`src/rtl/matmul_pkg.sv`:
```
// Shared types and constants for the 3x3 matrix-multiply sequencer.
package matmul_pkg;

    localparam int DIM        = 3;
    localparam int NUM_BYTES  = 2 * DIM * DIM;
    localparam int DATA_W_DEF = 8;
    localparam int ACC_W_DEF  = 2 * DATA_W_DEF + 2;

    typedef enum logic [1:0] {
        ST_LOAD    = 2'd0,
        ST_COMPUTE = 2'd1,
        ST_EMIT    = 2'd2
    } state_t;

endpackage

```
`src/rtl/matmul_sequencer_if.sv`:
```
// Operand-stream / result-stream bundle of the matrix-multiply sequencer.
interface matmul_sequencer_if #(
    parameter int DATA_W = 8,
    parameter int ACC_W  = 2 * DATA_W + 2
);
    logic [DATA_W-1:0] data_in;
    logic              data_valid;
    logic              data_ready;
    logic [ACC_W-1:0]  result;
    logic              result_valid;
    logic              result_ready;
    logic              busy;
    logic              done;

    modport master (
        output data_in, data_valid, result_ready,
        input  data_ready, result, result_valid, busy, done
    );

    modport slave (
        input  data_in, data_valid, result_ready,
        output data_ready, result, result_valid, busy, done
    );
endinterface

```
`src/rtl/matmul_sequencer_mac_unit.sv`:
```
// Single-multiplier accumulator; acc_o is the running sum including the current product.
// MATMUL_SIGNED_EN selects two's-complement operands instead of unsigned.
module mac_unit #(
    parameter int DATA_W = 8,
    parameter int ACC_W  = 2 * DATA_W + 2
) (
    input  logic              clk,
    input  logic              reset,
    input  logic [DATA_W-1:0] a_i,
    input  logic [DATA_W-1:0] b_i,
    input  logic              acc_clear_i,
    input  logic              acc_en_i,
    output logic [ACC_W-1:0]  acc_o
);
    logic [ACC_W-1:0] acc_q, acc_d;
    logic [ACC_W-1:0] product;

`ifdef MATMUL_SIGNED_EN
    logic signed [ACC_W-1:0] a_ext, b_ext;
    assign a_ext   = ACC_W'($signed(a_i));
    assign b_ext   = ACC_W'($signed(b_i));
    assign product = a_ext * b_ext;
`else
    assign product = ACC_W'(a_i) * ACC_W'(b_i);
`endif

    assign acc_o = acc_q + product;

    always_comb begin
        acc_d = acc_q;
        if (acc_clear_i) begin
            acc_d = '0;
        end else if (acc_en_i) begin
            acc_d = acc_o;
        end
    end

    always_ff @(posedge clk or negedge reset) begin
        if (!reset) begin
            acc_q <= '0;
        end else begin
            acc_q <= acc_d;
        end
    end
endmodule

```
`src/rtl/matmul_sequencer.sv`:
```
// 3x3 C = A x B sequencer: loads 18 operand bytes, emits nine results row-major.
// Signedness of the arithmetic is chosen by MATMUL_SIGNED_EN inside mac_unit.
//   state      | meaning
//   ST_LOAD    | accepting operand bytes (A row-major, then B row-major)
//   ST_COMPUTE | one multiply-accumulate per cycle, k = 0..2
//   ST_EMIT    | holding result until the consumer accepts it
module matmul_sequencer
    import matmul_pkg::*;
#(
    parameter int DATA_W = DATA_W_DEF,
    parameter int ACC_W  = 2 * DATA_W + 2
) (
    input  logic               clk,
    input  logic               reset,
    input  logic               clear,
    matmul_sequencer_if.slave  bus
);
    state_t            state_q, state_d;
    logic [4:0]        cnt_q, cnt_d;
    logic [1:0]        i_q, i_d, j_q, j_d, k_q, k_d;
    logic [ACC_W-1:0]  result_q, result_d;
    logic              done_q, done_d;
    logic              load_we, acc_clear, acc_en;
    logic [DATA_W-1:0] op_q [NUM_BYTES];
    logic [4:0]        a_idx, b_idx;
    logic [ACC_W-1:0]  mac_sum;

    assign a_idx = 5'(i_q) * 5'(DIM) + 5'(k_q);
    assign b_idx = 5'(DIM * DIM) + 5'(k_q) * 5'(DIM) + 5'(j_q);

    mac_unit #(
        .DATA_W (DATA_W),
        .ACC_W  (ACC_W)
    ) u_mac (
        .clk         (clk),
        .reset       (reset),
        .a_i         (op_q[a_idx]),
        .b_i         (op_q[b_idx]),
        .acc_clear_i (acc_clear),
        .acc_en_i    (acc_en),
        .acc_o       (mac_sum)
    );

    assign bus.data_ready   = (state_q == ST_LOAD);
    assign bus.result_valid = (state_q == ST_EMIT);
    assign bus.busy         = (state_q != ST_LOAD);
    assign bus.result       = result_q;
    assign bus.done         = done_q;

    always_comb begin
        state_d   = state_q;
        cnt_d     = cnt_q;
        i_d       = i_q;
        j_d       = j_q;
        k_d       = k_q;
        result_d  = result_q;
        done_d    = 1'b0;
        load_we   = 1'b0;
        acc_clear = 1'b0;
        acc_en    = 1'b0;

        // clear wins over any handshake offered in the same cycle
        if (clear) begin
            state_d   = ST_LOAD;
            cnt_d     = '0;
            i_d       = '0;
            j_d       = '0;
            k_d       = '0;
            acc_clear = 1'b1;
        end else begin
            unique case (state_q)
                ST_LOAD: begin
                    if (bus.data_valid) begin
                        load_we = 1'b1;
                        if (cnt_q == 5'(NUM_BYTES - 1)) begin
                            cnt_d     = '0;
                            i_d       = '0;
                            j_d       = '0;
                            k_d       = '0;
                            acc_clear = 1'b1;
                            state_d   = ST_COMPUTE;
                        end else begin
                            cnt_d = cnt_q + 5'd1;
                        end
                    end
                end
                ST_COMPUTE: begin
                    acc_en = 1'b1;
                    if (k_q == 2'(DIM - 1)) begin
                        result_d = mac_sum;
                        state_d  = ST_EMIT;
                    end else begin
                        k_d = k_q + 2'd1;
                    end
                end
                ST_EMIT: begin
                    if (bus.result_ready) begin
                        acc_clear = 1'b1;
                        k_d       = '0;
                        if (i_q == 2'(DIM - 1) && j_q == 2'(DIM - 1)) begin
                            i_d     = '0;
                            j_d     = '0;
                            done_d  = 1'b1;
                            state_d = ST_LOAD;
                        end else begin
                            if (j_q == 2'(DIM - 1)) begin
                                j_d = '0;
                                i_d = i_q + 2'd1;
                            end else begin
                                j_d = j_q + 2'd1;
                            end
                            state_d = ST_COMPUTE;
                        end
                    end
                end
                default: state_d = ST_LOAD;
            endcase
        end
    end

    always_ff @(posedge clk or negedge reset) begin
        if (!reset) begin
            state_q  <= ST_LOAD;
            cnt_q    <= '0;
            i_q      <= '0;
            j_q      <= '0;
            k_q      <= '0;
            result_q <= '0;
            done_q   <= 1'b0;
        end else begin
            state_q  <= state_d;
            cnt_q    <= cnt_d;
            i_q      <= i_d;
            j_q      <= j_d;
            k_q      <= k_d;
            result_q <= result_d;
            done_q   <= done_d;
        end
    end

    // Operand storage carries no reset; contents are always fully rewritten before use.
    always_ff @(posedge clk) begin
        if (load_we) begin
            op_q[cnt_q] <= bus.data_in;
        end
    end
endmodule
```
`src/flat_wrapper.sv`:
```
// flat-port wrapper written by rule: the top's interface ports become plain ports
module matmul_sequencer_flat import matmul_pkg::*;
#(
    parameter int DATA_W = DATA_W_DEF,
    parameter int ACC_W  = 2 * DATA_W + 2
)
  (clk, reset, clear, bus_data_in, bus_data_valid, bus_result_ready, bus_data_ready, bus_result, bus_result_valid, bus_busy, bus_done);
  matmul_sequencer_if #(.DATA_W(DATA_W), .ACC_W(ACC_W)) bus_i ();
  input  logic clk;
  input  logic reset;
  input  logic clear;
  input wire logic [$bits(bus_i.data_in)-1:0] bus_data_in;
  input wire logic [$bits(bus_i.data_valid)-1:0] bus_data_valid;
  input wire logic [$bits(bus_i.result_ready)-1:0] bus_result_ready;
  output wire logic [$bits(bus_i.data_ready)-1:0] bus_data_ready;
  output wire logic [$bits(bus_i.result)-1:0] bus_result;
  output wire logic [$bits(bus_i.result_valid)-1:0] bus_result_valid;
  output wire logic [$bits(bus_i.busy)-1:0] bus_busy;
  output wire logic [$bits(bus_i.done)-1:0] bus_done;
  assign bus_i.data_in = bus_data_in;
  assign bus_i.data_valid = bus_data_valid;
  assign bus_i.result_ready = bus_result_ready;
  assign bus_data_ready = bus_i.data_ready;
  assign bus_result = bus_i.result;
  assign bus_result_valid = bus_i.result_valid;
  assign bus_busy = bus_i.busy;
  assign bus_done = bus_i.done;
  matmul_sequencer #(.DATA_W(DATA_W), .ACC_W(ACC_W)) u_core (.clk(clk), .reset(reset), .clear(clear), .bus(bus_i));
endmodule
```
`config.mk`:
```
export PLATFORM = sky130hd
export DESIGN_NAME = matmul_sequencer_flat
export DESIGN_NICKNAME = d
export VERILOG_FILES = /design/src/rtl/matmul_pkg.sv /design/src/rtl/matmul_sequencer_if.sv /design/src/rtl/matmul_sequencer_mac_unit.sv /design/src/rtl/matmul_sequencer.sv /design/src/flat_wrapper.sv
export SDC_FILE = /design/constraint.sdc
export NUM_CORES = 1
export LEC_CHECK = 0
export CORE_AREA = 10 10 164 166
export CTS_CLUSTER_DIAMETER = 80
export CTS_CLUSTER_SIZE = 12
export DETAILED_ROUTE_END_ITERATION = 8
export DIE_AREA = 0 0 174 176
export PLACE_DENSITY = 0.67
export SLEW_MARGIN = 20
export SYNTH_ARGS = -nofsm -noshare
export SYNTH_HDL_FRONTEND = slang
export SYNTH_SLANG_ARGS = --single-unit
```
`constraint.sdc`:
```
create_clock -name clk -period 12.79 [get_ports clk]
set_input_delay 2.558 -clock clk [delete_from_list [all_inputs] [get_ports clk]]
set_output_delay 2.558 -clock clk [all_outputs]
set_load 0.02 [all_outputs]
```
==> results.toml, run 1 <==
[run_status]
status = "finished clean"

[synth]
synthXorXnorAreaFrac = 0.00927
synth_compound_area_frac = 0.0583
synth_warnings = 0
synthSimpleGateAreaFrac = 0.0884
synthesis.nets = 1027
syn_avg_cell_area_um2 = 13.1
synth_top_family_by_area = "multiplexers"
synth-seq-cells = 194
syn_area_um2 = 11900
ys.flop_type = "edfxtp_1"
synth_edf_count = 144
synthMuxAreaShare = 0.170
synthDistinctLibCells = 64
yosysSeqAreaShare = 0.469
synth_cells = 908
synth_fa_ha_area_frac = 0.146
async_reset_ff_frac = 0.258

[die]
io_pins = 35
core_um2 = 23800
die_height_um = 176
rows = 57
die_w_um = 174
start_util = 0.499
die_area_um2 = 30600

[timing]
hold_violations = 0
period_share = 0.600
rsz0062_at_grt = "false"
fmax_mhz = 130
slew_viol_final = 0
setup_viol = 0
slew_headroom = 0.256
finClkSkew_ns = 0.0182
min_period_ns = 7.67
setup_tns_ns = 0
holdWs_ns = 0.483
worst_slew_pin_slew_ns = 1.11

[placed_design]
dp_hpwl_mm = 19.1
placed_area_um2 = 12400
gp_congestion = 0.867
io_buffers = 34

[hold_path]
hp-class = "reg -> reg"

[finish]
layout_commonest_cell = "edfxtp_1"
final_cell_mix = "edfxtp_1 (144), inv_1 (118), nand2_1 (70)"
fin_area_um2 = 13100
antenna_cells = 0
syn2layout_area_growth_pct = 9.96
final_nets = 1046
drive_above_1_share = 0.148

[pwr]
power.total_mw = 1.40
power.density_nw_per_um2 = 107
p_leak_nw = 5.24
peakVddDrop_mv = 0.0991

[route]
drc = 0
first_pass_iters = 5
vias = 7315
wl_mm = 27.2
drt-initial-drc-count = 683
vias_per_cell = 5.79
ant_nets = 0
detail_route.wl_per_cell_um = 21.5

[global_route]
overflow = 0
grt_use_met1 = 0.231
antenna_found_initial = 0
grt-busiest-layer = "met2"
grt_pass1_wl_mm = 43.5
grt_use_met2 = 0.312
grt_max_degree = 51
grt_pass1_vias = 7703
track_usage = 0.182
use_met3 = 0.0299

[critical_path]
crit_path_max_incr_delay_ns = 1.19
critPathArrivalTime_ns = 8.00
path_max_fanout = 16
setup.worst_path.class = "reg -> reg"
start_kind = "register"
required_ns = 13.11
worst_setup_path_end_kind = "register"
cp_slowest_cell = "fa_1"
worstPathCellList = "fa_1, inv_1, fa_1, inv_1, fa_1, mux2i_1, a22oi_1, nand2_1, or2_1, fa_1, fa_1, inv_1, fa_1, inv_1, fa_1, inv_1, ha_1, a21oi_1, nor2b_1, o311ai_2, o31a_1, xnor3_1, mux2_2"
cpMostUsedCell = "fa_1"

[cts]
ctsHoldBuffers = 0
post_cts_buffers = 0
clkSlewWorstSetupHoldPaths_ns = 0.08
cts_htree_levels = 4
cts-root-buf = "clkbuf_16"
worst_skew_pair.late_latency_ns = 0.45
ctsResizeCount = 0
cts_made_buffers = 17
cts_buffer_depth = 2
cts_tree = "built"
cts_sinks = 194

[run]
drv_cap = 0
## cells in the mapped netlist (all sizes together), types with 2 or more instances
master / number / area [um^2]
nand2: 72 / 275
edfxtp: 144 / 4320
nand4: 10 / 62.6
nand3b: 4 / 30.0
o211a: 2 / 20.0
nor3: 8 / 40.0
clkbuf: 14 / 53.8
mux4: 64 / 1450
nand3: 14 / 85.1
mux2i: 37 / 370
nor2: 70 / 263
a21oi: 32 / 205
and2: 2 / 12.5
a31oi: 5 / 31.3
a21o: 9 / 67.6
or3: 2 / 12.5
ha: 51 / 638
nor2b: 8 / 50.1
o21a: 2 / 15.0
xor2: 5 / 43.8
a22oi: 5 / 42.5
and3: 10 / 62.6
o21ai: 22 / 118
inv: 118 / 443
dfrtp: 50 / 1250
nand2b: 9 / 56.3
o311ai: 2 / 25.0
or3b: 2 / 17.5
fa: 55 / 1100
buf: 26 / 201
xnor2: 5 / 43.8
mux2: 17 / 191
or2: 5 / 31.3
o21bai: 2 / 15.0
a22o: 11 / 96.3
## state kept, by name, summed over array words and instances, names as in the netlist
register / count
u_core.op_q: 144
u_core.bus.result: 18
u_core.u_mac.acc_q: 18
u_core.cnt_q: 5
u_core.i_q: 2
u_core.j_q: 2
u_core.k_q: 2
u_core.state_q: 2
u_core.bus.done: 1
## cell families after synthesis
kind of cell / count (synthesis)
XOR/XNOR: 11
flip-flops: 194
buffers and inverters: 158
multiplexers: 118
AO/OA/AOI/OAI: 99
AND/OR/NAND/NOR: 222
adder cells (fa/ha/maj): 106
## cell type report
class                           instances  area (um^2)
Sequential cell                       194         5580
Timing Repair Buffer                   40          380
Clock buffer                           17          425
Tap cell                              324          405
Fill cell                            1984        10800
Clock inverter                         15          218
Inverter                              118          443
Multi-Input combinational cell        556         5620
## stage by stage
stage               std cells  worst slack [ns]   util
floorplan                 908              5.81      -
global placement         1232              5.28  0.521
detailed placement       1232              5.12  0.521
CTS                      1264              5.13  0.548
global route             1264              4.71  0.548
finish                   1264              5.12  0.548
## routing by layer
| metal | routed length [um] | up-vias |
|---|---|---|
| li1 | - | 3302 |
| met1 | 11300 | 3719 |
| met2 | 13700 | 247 |
| met3 | 1560 | 47 |
| met4 | 639 | 0 |
| met5 | 0 | - |
## critical path: cells and delay by family, from the launching register on
family                   cells  cell delay [ns]
AND/OR/NAND/NOR              3             0.60
adder cells (fa/ha/maj)      8             4.25
XOR/XNOR                     1             0.23
AO/OA/AOI/OAI                4             1.27
flip-flops                   1             0.47
buffers and inverters        5             0.28
multiplexers                 2             0.46
## where the power goes
| group | switching [mW] | internal (mW) |
|---|---|---|
| sequential | 0.00190 | 0.680 |
| combinational | 0.0908 | 0.0526 |
| clock | 0.289 | 0.291 |
## worst paths after layout
path                                             from  depth (start not counted)  slack, ns                    end
worst max-delay path                    u_core.k_q[1]                         23       5.12  u_core.bus.result[17]
worst min-delay path            u_core.bus.result[11]                          2       0.48  u_core.bus.result[11]
worst max register to register          u_core.k_q[1]                         23       5.12  u_core.bus.result[17]
worst min register to register  u_core.bus.result[11]                          2       0.48  u_core.bus.result[11]
max in group asynchronous                       reset                          2      10.12      u_core.state_q[1]
min in group asynchronous                       reset                          2       2.21  u_core.u_mac.acc_q[2]
No activity file was read; power rests on OpenSTA's default activity.
==> inputs of run 2 (changes only) <==
clock period = 8.1 ns   (was 12.79 ns; I/O delays follow)
==> run 2 against run 1 <==
  * Power increased by 58%
  * Sequential power is 58% higher
  * Global-route usage is essentially flat
  * Critical endpoint unchanged
  * Sequential cell count unchanged
  * Combinational power is 57% higher
  * Via count is 0.15% lower
  * Highest routed layer unchanged
  * Critical path depth rose by 2
  * Count of clock-buffer cells in the layout did not move
  * Non-clock buffer count increased by 5
  * Critical path type unchanged
==> results.toml, run 2 (same netlist as run 1, synthesis figures left out) <==
[cts]
cts_made_buffers = 17
worst_skew_pair.late_latency_ns = 0.47
cts_sinks = 194
cts_buffer_depth = 2
cts_tree = "built"
ctsHoldBuffers = 0
cts_htree_levels = 4
clkSlewWorstSetupHoldPaths_ns = 0.08
ctsResizeCount = 0
post_cts_buffers = 0
cts-root-buf = "clkbuf_16"

[critical_path]
r2r_end = "u_core.bus.result[17]"
required_ns = 8.44
setup.worst_path.class = "reg -> reg"
crit_path_max_incr_delay_ns = 1.16
critPathArrivalTime_ns = 7.96
worst_setup_path_end_kind = "register"
cpMostUsedCell = "fa_1"
r2r_setup_slack_ns = 0.48
r2r_cells = 25
cp_slowest_cell = "fa_1"
start_kind = "register"
r2r-start = "u_core.k_q[1]"
path_max_fanout = 14
crit_buf_inv = 7
cpLargestDelayFamily = "adder cells"

[route]
vias = 7304
ant_nets = 0
vias_per_cell = 5.76
first_pass_iters = 6
wl_met3_mm = 1.44
drc = 0
wl_mm = 27.0
drt-initial-drc-count = 547
detail_route.wl_per_cell_um = 21.3
highest_layer = "met4"
wl_met2_mm = 13.6
met1_length_mm = 11.5

[finish]
fin_area_um2 = 13100
fin_cells = 1269
antenna_cells = 0
final_cell_mix = "edfxtp_1 (144), inv_1 (118), nand2_1 (70), nor2_1 (70), mux4_2 (61)"
largest-register = "u_core.op_q"
layout_commonest_cell = "edfxtp_1"
finish.utilization = 0.551
syn2layout_area_growth_pct = 10.6
final_nets = 1051
drive_above_1_share = 0.150
largest_reg_flops = 144

[die]
die_area_um2 = 30600
rows = 57
start_util = 0.499
die_w_um = 174
io_pins = 35
core_um2 = 23800
die_height_um = 176

[hold_path]
hp-class = "reg -> reg"
hp-start = "u_core.bus.result[6]"
whs_endpoint = "u_core.bus.result[6]"
hold_depth = 2

[placed_design]
io_buffers = 34
gp_congestion = 0.832
dp_hpwl_mm = 19.4
dp.cells = 1237
placed_area_um2 = 12500

[global_route]
grt_pass1_vias = 7661
grt_max_degree = 51
overflow = 0
antenna_found_initial = 0
grt_pass1_wl_mm = 43.2
track_usage = 0.182

[timing]
rsz0062_at_grt = "false"
setup_tns_ns = 0
finClkSkew_ns = 0.0213
setup_viol = 0
slew_headroom = 0.262
holdWs_ns = 0.481
fmax_mhz = 131
worst_slew_pin_slew_ns = 1.10
period_share = 0.941
hold_violations = 0
min_period_ns = 7.62
slew_viol_final = 0

[run]
drv_cap = 0

[pwr]
p_leak_nw = 5.28
peakVddDrop_mv = 0.118
power.density_nw_per_um2 = 169

[run_status]
status = "finished clean"
[run 2: how the worst max path moves through the flow]
stage,start,end,slack (ns),cells after the start
2_1_floorplan,u_core.k_q[1],u_core.bus.result[17],1.12,27
4_1_cts,u_core.k_q[1],u_core.bus.result[17],0.50,25
5_1_grt,u_core.k_q[1],u_core.bus.result[17],0.03,25
3_5_place_dp,u_core.k_q[1],u_core.bus.result[17],0.53,25
6_report,u_core.k_q[1],u_core.bus.result[17],0.48,25
3_3_place_gp,u_core.k_q[1],u_core.bus.result[17],0.68,23
[run 2: routing by layer]
layer  vias to the layer above  GRT usage
li1                       3297          -
met1                      3748      0.232
met2                       225      0.314
met3                        34     0.0303
met4                         0     0.0599
met5                         -          0
[run 2: worst min-delay path: cells and delay by family, from the launching register on]
family           cells  cell delay, ns
DFF                  1            0.35
and+or+nand+nor      2            0.11
[run 2: power breakdown]
| group | internal (mW) | switching, mW |
|---|---|---|
| combinational | 0.0825 | 0.143 |
| sequential | 1.07 | 0.00292 |
| clock | 0.438 | 0.476 |
| total | 1.59 | 0.622 |
[run 2: per-stage QoR]
step / setup WS (ns) / total power [mW]
2_1_floorplan: 1.12 / 1.25
3_3_place_gp: 0.678 / 1.32
3_5_place_dp: 0.529 / 1.32
4_1_cts: 0.503 / 2.23
5_1_grt: 0.0304 / 2.30
6_report: 0.481 / 2.22
[run 2: cell type report]
class | count | area [um^2]
Clock buffer | 17 | 425
Inverter | 118 | 443
Timing Repair Buffer | 45 | 455
Tap cell | 324 | 405
Clock inverter | 15 | 220
Fill cell | 1995 | 10700
Sequential cell | 194 | 5580
Multi-Input combinational cell | 556 | 5610
==> inputs of run 3 (changes only) <==
GPL_ROUTABILITY_DRIVEN = 1   (was unset)
==> results of run 3 <==
Same layout as run 2: the final DEF is identical, and so are final timing and power.
